`src/rtl/pipe_pkg.sv`:
```
`default_nettype none
// ============================================================================
// Module   : pipe_pkg
// Purpose  : Shared types and constants for the pipeline hazard controller.
//            - Sequencing FSM state encoding.
//            - Forwarding select encodings.
//            - Default statistic counter width.
// Revision : 1.0  initial release
// ============================================================================
package pipe_pkg;

    // Sequencing FSM states
    typedef enum logic [1:0] {
        RUN     = 2'd0,   // normal issue
        WAIT    = 2'd1,   // frozen on data memory, no branch pending
        WAIT_BR = 2'd2    // frozen on data memory, taken branch pending
    } pipe_state_e;

    // ALU operand source selects
    localparam logic [1:0] FWD_RF  = 2'b00;   // register file value from ID/EX
    localparam logic [1:0] FWD_MEM = 2'b10;   // EX/MEM ALU result
    localparam logic [1:0] FWD_WB  = 2'b01;   // MEM/WB write-back value

    // Default width of the statistic counters
    localparam int CNT_W_DEFAULT = 16;

endpackage : pipe_pkg
`default_nettype wire

```
`src/rtl/pipe_fwd_unit.sv`:
```
`default_nettype none
// ============================================================================
// Module   : pipe_fwd_unit
// Purpose  : Combinational forwarding select for one EX-stage ALU operand.
//            The EX/MEM producer is younger than MEM/WB, so it wins.
//            Register 0 is never forwarded.
// Ports    : src_i            source register of the operand in ID/EX
//            exmem_regwrite_i EX/MEM writes a register
//            exmem_rd_i       EX/MEM destination
//            memwb_regwrite_i MEM/WB writes a register
//            memwb_rd_i       MEM/WB destination
//            fwd_o            operand source select
// Revision : 1.0  initial release
// ============================================================================
module pipe_fwd_unit
    import pipe_pkg::*;
(
    input  logic [4:0] src_i,
    input  logic       exmem_regwrite_i,
    input  logic [4:0] exmem_rd_i,
    input  logic       memwb_regwrite_i,
    input  logic [4:0] memwb_rd_i,
    output logic [1:0] fwd_o
);

    always_comb begin
        fwd_o = FWD_RF;
        if (exmem_regwrite_i && (exmem_rd_i != 5'd0) && (exmem_rd_i == src_i)) begin
            fwd_o = FWD_MEM;
        end else if (memwb_regwrite_i && (memwb_rd_i != 5'd0) && (memwb_rd_i == src_i)) begin
            fwd_o = FWD_WB;
        end
    end

endmodule : pipe_fwd_unit
`default_nettype wire

```
`src/rtl/pipe_hazard_ctrl.sv`:
```
`default_nettype none
// ============================================================================
// Module   : pipe_hazard_ctrl
// Purpose  : Hazard and sequencing controller for the 5-stage pipeline.
//            Drives enables and bubble/flush controls of the PC, IF/ID,
//            ID/EX and EX/MEM registers; resolves load-use stalls, taken
//            branch flushes (resolved in MEM) and data-memory wait states;
//            produces EX forwarding selects and saturating statistics.
// Ports    : clk, rst                 clock / async active-high reset
//            id_*                     ID-stage source operands
//            ex_rs, ex_rt             ID/EX source operands
//            idex_memread, idex_rt    load in EX and its destination
//            exmem_*, memwb_*         write-back info of later stages
//            mem_branch_taken         branch in MEM is taken
//            mem_busy                 data memory not ready
//            pc_we .. exmem_bubble    pipeline register controls
//            fwd_a, fwd_b             ALU operand selects
//            stall_cnt, flush_cnt     saturating event counters
// Revision : 1.0  initial release
// ============================================================================
module pipe_hazard_ctrl
    import pipe_pkg::*;
#(
    parameter int CNT_W = CNT_W_DEFAULT
) (
    input  logic             clk,
    input  logic             rst,
    input  logic [4:0]       id_rs,
    input  logic [4:0]       id_rt,
    input  logic             id_uses_rt,
    input  logic [4:0]       ex_rs,
    input  logic [4:0]       ex_rt,
    input  logic             idex_memread,
    input  logic [4:0]       idex_rt,
    input  logic             exmem_regwrite,
    input  logic [4:0]       exmem_rd,
    input  logic             memwb_regwrite,
    input  logic [4:0]       memwb_rd,
    input  logic             mem_branch_taken,
    input  logic             mem_busy,
    output logic             pc_we,
    output logic             ifid_we,
    output logic             ifid_flush,
    output logic             idex_ce,
    output logic             idex_bubble,
    output logic             exmem_ce,
    output logic             exmem_bubble,
    output logic [1:0]       fwd_a,
    output logic [1:0]       fwd_b,
    output logic [CNT_W-1:0] stall_cnt,
    output logic [CNT_W-1:0] flush_cnt
);

    pipe_state_e      state_q, state_d;
    logic [CNT_W-1:0] stall_cnt_q, flush_cnt_q;
    logic             load_use;
    logic             stall_inc, flush_inc;
    logic [1:0]       fwd_a_raw, fwd_b_raw;

    // ------------------------------------------------------------------
    // Forwarding, one unit per ALU operand
    // ------------------------------------------------------------------
    pipe_fwd_unit u_fwd_a (
        .src_i            (ex_rs),
        .exmem_regwrite_i (exmem_regwrite),
        .exmem_rd_i       (exmem_rd),
        .memwb_regwrite_i (memwb_regwrite),
        .memwb_rd_i       (memwb_rd),
        .fwd_o            (fwd_a_raw)
    );

    pipe_fwd_unit u_fwd_b (
        .src_i            (ex_rt),
        .exmem_regwrite_i (exmem_regwrite),
        .exmem_rd_i       (exmem_rd),
        .memwb_regwrite_i (memwb_regwrite),
        .memwb_rd_i       (memwb_rd),
        .fwd_o            (fwd_b_raw)
    );

    // Load in EX whose destination is read by the instruction in ID.
    assign load_use = idex_memread && (idex_rt != 5'd0) &&
                      ((idex_rt == id_rs) || (id_uses_rt && (idex_rt == id_rt)));

    // ------------------------------------------------------------------
    // Next state and pipeline controls
    // ------------------------------------------------------------------
    always_comb begin
        state_d      = state_q;
        pc_we        = 1'b1;
        ifid_we      = 1'b1;
        ifid_flush   = 1'b0;
        idex_ce      = 1'b1;
        idex_bubble  = 1'b0;
        exmem_ce     = 1'b1;
        exmem_bubble = 1'b0;
        fwd_a        = fwd_a_raw;
        fwd_b        = fwd_b_raw;
        stall_inc    = 1'b0;
        flush_inc    = 1'b0;

        if (mem_busy) begin
            // Whole pipeline frozen; a taken branch is remembered, not applied.
            pc_we     = 1'b0;
            ifid_we   = 1'b0;
            idex_ce   = 1'b0;
            exmem_ce  = 1'b0;
            stall_inc = 1'b1;
            case (state_q)
                RUN:     state_d = mem_branch_taken ? WAIT_BR : WAIT;
                WAIT:    state_d = mem_branch_taken ? WAIT_BR : WAIT;
                WAIT_BR: state_d = WAIT_BR;
                default: state_d = RUN;
            endcase
        end else if (((state_q == RUN) && mem_branch_taken) || (state_q == WAIT_BR)) begin
            // Squash the three younger instructions; PC loads the target.
            ifid_flush   = 1'b1;
            idex_bubble  = 1'b1;
            exmem_bubble = 1'b1;
            flush_inc    = 1'b1;
            state_d      = RUN;
        end else begin
            state_d = RUN;
            if (load_use) begin
                pc_we       = 1'b0;
                ifid_we     = 1'b0;
                idex_bubble = 1'b1;
                stall_inc   = 1'b1;
            end
        end

        // Reset forces every register to load its cleared value.
        if (rst) begin
            pc_we        = 1'b1;
            ifid_we      = 1'b1;
            ifid_flush   = 1'b1;
            idex_ce      = 1'b1;
            idex_bubble  = 1'b1;
            exmem_ce     = 1'b1;
            exmem_bubble = 1'b1;
            fwd_a        = FWD_RF;
            fwd_b        = FWD_RF;
        end
    end

    // ------------------------------------------------------------------
    // State and saturating counters
    // ------------------------------------------------------------------
    always_ff @(posedge clk or posedge rst) begin
        if (rst) begin
            state_q     <= RUN;
            stall_cnt_q <= '0;
            flush_cnt_q <= '0;
        end else begin
            state_q <= state_d;
            if (stall_inc && (stall_cnt_q != '1)) begin
                stall_cnt_q <= stall_cnt_q + 1'b1;
            end
            if (flush_inc && (flush_cnt_q != '1)) begin
                flush_cnt_q <= flush_cnt_q + 1'b1;
            end
        end
    end

    assign stall_cnt = stall_cnt_q;
    assign flush_cnt = flush_cnt_q;

endmodule : pipe_hazard_ctrl
`default_nettype wire

```
`config.mk`:
```
export PLATFORM = sky130hd
export DESIGN_NAME = pipe_hazard_ctrl
export DESIGN_NICKNAME = d
export VERILOG_FILES = /design/src/rtl/pipe_pkg.sv /design/src/rtl/pipe_fwd_unit.sv /design/src/rtl/pipe_hazard_ctrl.sv
export SDC_FILE = /design/constraint.sdc
export NUM_CORES = 1
export LEC_CHECK = 0
export BUFFER_PORTS_ARGS = -buffer_cell sky130_fd_sc_hd__buf_2
export CAP_MARGIN = 40
export CORE_UTILIZATION = 44
export CTS_BUF_LIST = sky130_fd_sc_hd__clkbuf_16
export DETAILED_ROUTE_END_ITERATION = 7
export GPL_TIMING_DRIVEN = 0
export PLACE_DENSITY = 0.74
export SETUP_SLACK_MARGIN = 0.4
export SYNTH_ARGS = -nofsm -noshare
export SYNTH_HDL_FRONTEND = slang
export SYNTH_SLANG_ARGS = --single-unit
```
`constraint.sdc`:
```
create_clock -name clk -period 1.85 [get_ports clk]
set_input_delay 0.0925 -clock clk [delete_from_list [all_inputs] [get_ports clk]]
set_output_delay 0.0925 -clock clk [all_outputs]
set_load 0.01 [all_outputs]
```
==> results.yml <==
power_and_ir_drop:
  p_leak_nw: 1.617
  ir_drop_mv: 0.5022
  swShare_pct: 32.84
  powerDensity_nw_per_um2: 845.7
  p_sw_w: 0.0009893
  combPwrFrac_pct: 38.8
  clockPowerShare_pct: 25.6
  intPower_w: 0.002023
  pwr-share-seq_pct: 35.6
drt:
  drtIter0Drc: 92
  drc: 0
  wl_per_cell_microns: 15.29
  via_count: 2145
  routed_wl_mm: 6.133
  first_pass_iters: 8
  vias_per_cell: 5.349
  ant_nets: 0
global_routing:
  antenna_found_initial: 0
  grt_pass1_wl_mm: 9.039
  grt_max_degree: 19
  track_usage_pct: 22.50
  overflow: 0
  first_global_vias: 2014
layout:
  num-nets-final: 393
  area_growth_pct: 67.87
  final_layout_size_suffix_gt1_share_pct: 55.87
  layout.cells.non_filler: 401
  diodes: 0
clocking:
  insertion_delay_ns: 0.28
  cts.sinks: 34
  cts_tree: "yes"
  htree_num_levels: 2
  cts_made_buffers: 5
  cts.reportedPaths.clkPinSlew_ns: 0.05
  cts_root_buf: "clkbuf_16"
  cts_buffer_depth: 2
logic_synthesis:
  syn_nets: 261
  synth-edff-count: 0
  syn-cell-area_sq_um: 2122
  async_flop_share_pct: 100.0
  synth_area_per_cell_sq_um: 9.824
  synth_ff_type: "dfrtp_1"
  ys_ff_latch: 34
  syn_inst: 216
  yosys.cell_types.count: 34
  yosysSeqAreaShare_pct: 40.09
  yosys_warnings: 0
setup_path:
  cp_data_required_time_ns: 2.05
  path_cells: "or2_4 > or4_4 > a311oi_4 > nand2_2 > nor2_2 > xor2_1"
  regToRegSetupSlack_ns: 0.05
  cp_slowest_cell: "or4_4"
  critPathMaxStageDelay_ns: 0.45
  end_kind: "flop"
  r2r-end: "flush_cnt[14]"
  reg2reg_depth: 6
  startpoint_type: "flop"
  critPathKind: "reg2reg"
  arrival_ns: 2.00
  r2r-start: "state_q[0]"
  crit_fanout: 3
placement:
  place_congestion: 0.8070
  dp.cells: 353
  port_buffers: 85
  dp_hpwl_mm: 3.767
sta:
  fin_hold_ws_ns: 0.1811
  hold_viol_final: 0
  min_period_ns: 1.800
  finalCritPeriodShare_pct: 97.31
  fin_skew_ns: 0.005476
  finalSetupViolCount: 0
  max_freq_mhz: 555.5
  slew_headroom_pct: 46.35
  tightest_slew_ns: 0.8047
  drv_slew: 0
  grt_setup_unrepaired: "yes"
die:
  io_pins: 86
  dieArea_sq_um: 5104
  die_w_microns: 71.45
  fp-row-count: 24
  die_height_microns: 71.45
  coreArea_sq_um: 4504
  start_util_pct: 47.11
hold_path:
  hold_depth: 3
  hp-class: "in2reg"
  hp-start: "mem_branch_taken"
  min_to: "state_q[0]"
run:
  drv_cap: 0
status:
  status: "completed"
## cell type report
type	instances	area, sq um
plain buffers	7	62.56
clock buffers	5	125.1
clock inverters	3	11.26
fillers	275	942.2
inverters	8	33.78
multi-input cells	167	1528
flip-flops and latches	34	862.1
well taps	52	65.06
repair buffers	124	869.6
repair inverters	1	5.005
## layout by cell type, fill, tap and decap left out, drive strengths merged, types with 4 or more instances in the layout
cell and count:
or4 6, nand4 4, o211ai 10, xor2 26, o21ai 8, nand3 14
nor3 8, nor2 14, nor4 6, dfrtp 34, buf 126, and3 10
clkbuf 8, xnor2 33, inv 7, nand2 9
## power by group through the flow
stage | Sequential [W] | Clock, W | Combinational [W]
finish | 0.00107 | 0.000772 | 0.00117
detailed placement | 0.00113 | 0 | 0.000751
floorplan | 0.00117 | 0 | 0.000392
global placement | 0.00112 | 0 | 0.000735
CTS | 0.00107 | 0.000779 | 0.00106
global route | 0.00110 | 0.000807 | 0.00127
## worst max path at each step
| stage | start | end | slack, ns | cells after the start |
|---|---|---|---|---|
| global placement | rst | fwd_a[0] | -0.16 | 6 |
| CTS | state_q[0] | flush_cnt[14] | 0.02 | 6 |
| finish | state_q[0] | flush_cnt[14] | 0.05 | 6 |
| floorplan | flush_cnt[6] | flush_cnt[14] | 0.1 | 6 |
| detailed placement | rst | fwd_a[0] | -0.16 | 6 |
| global route | state_q[0] | flush_cnt[14] | -0.03 | 6 |
## cell usage after synthesis (5+ instances only)
cell	n	area, sq um
nand3_1	14	70.07
inv_1	8	30.03
nor3_1	6	30.03
o211ai_1	10	75.07
or4_1	5	37.54
nand2_1	8	30.03
o21ai_0	6	30.03
dfrtp_1	34	850.8
xnor2_1	33	289.0
nor4_1	6	37.54
nor2_1	13	48.80
xor2_1	26	227.7
and3_1	10	62.56
## worst max-delay path: cells and delay by family, from the launching register on
| family | cells | cell delay (ns) |
|---|---|---|
| flops | 1 | 0.39 |
| compound gates | 1 | 0.28 |
| xor+xnor | 1 | 0.14 |
| simple gates | 4 | 0.92 |
## per-stage QoR
step	total power (W)	util [%]	instance area [sq um]	setup WS, ns	setup TNS, ns
2_1_floorplan	0.001558	-	2238	0.09969	0
6_report	0.003013	79.08	3562	0.04969	0
3_5_place_dp	0.001879	60.58	2729	-0.1565	-0.6896
4_1_cts	0.002908	71.50	3221	0.02162	0
3_3_place_gp	0.001856	60.58	2729	-0.1596	-0.7409
5_1_grt	0.003170	79.08	3562	-0.03240	-0.04958
## sequential cells by signal, summed over array words and instances (netlist names)
| signal | cells |
|---|---|
| state_q | 2 |
| flush_cnt | 16 |
| stall_cnt | 16 |
## logic make-up (layout without fill, tap and decap cells)
logic type | Yosys count | count (layout) | synth area share (%)
AND/OR/NAND/NOR | 78 | 78 | 20.34
buffers and inverters | 15 | 148 | 3.361
adder cells (fa/ha/maj) | 2 | 2 | 1.179
AO/OA/AOI/OAI | 24 | 24 | 8.609
XOR/XNOR | 59 | 59 | 24.35
flip-flops | 34 | 34 | 40.09
multiplexers | 4 | 4 | 2.064
## metal layers
metal | GRT usage, % | routed length (microns) | vias up
met5 | 0 | 0 | -
met4 | 6.000 | 113 | 0
met3 | 3.516 | 389 | 13
met2 | 42.33 | 3154 | 98
met1 | 26.49 | 2476 | 1004
li1 | - | - | 1030
## timing repair
action	in CTS	in global routing
resized for setup	37	53
setup buffers	22	13
setup endpoints to repair	40	39
gates cloned	2	0
endpoints found under the hold margin	16	7
pin swaps	21	26
hold buffers	1	1
Note: power is estimated with default switching activity, not from simulation.
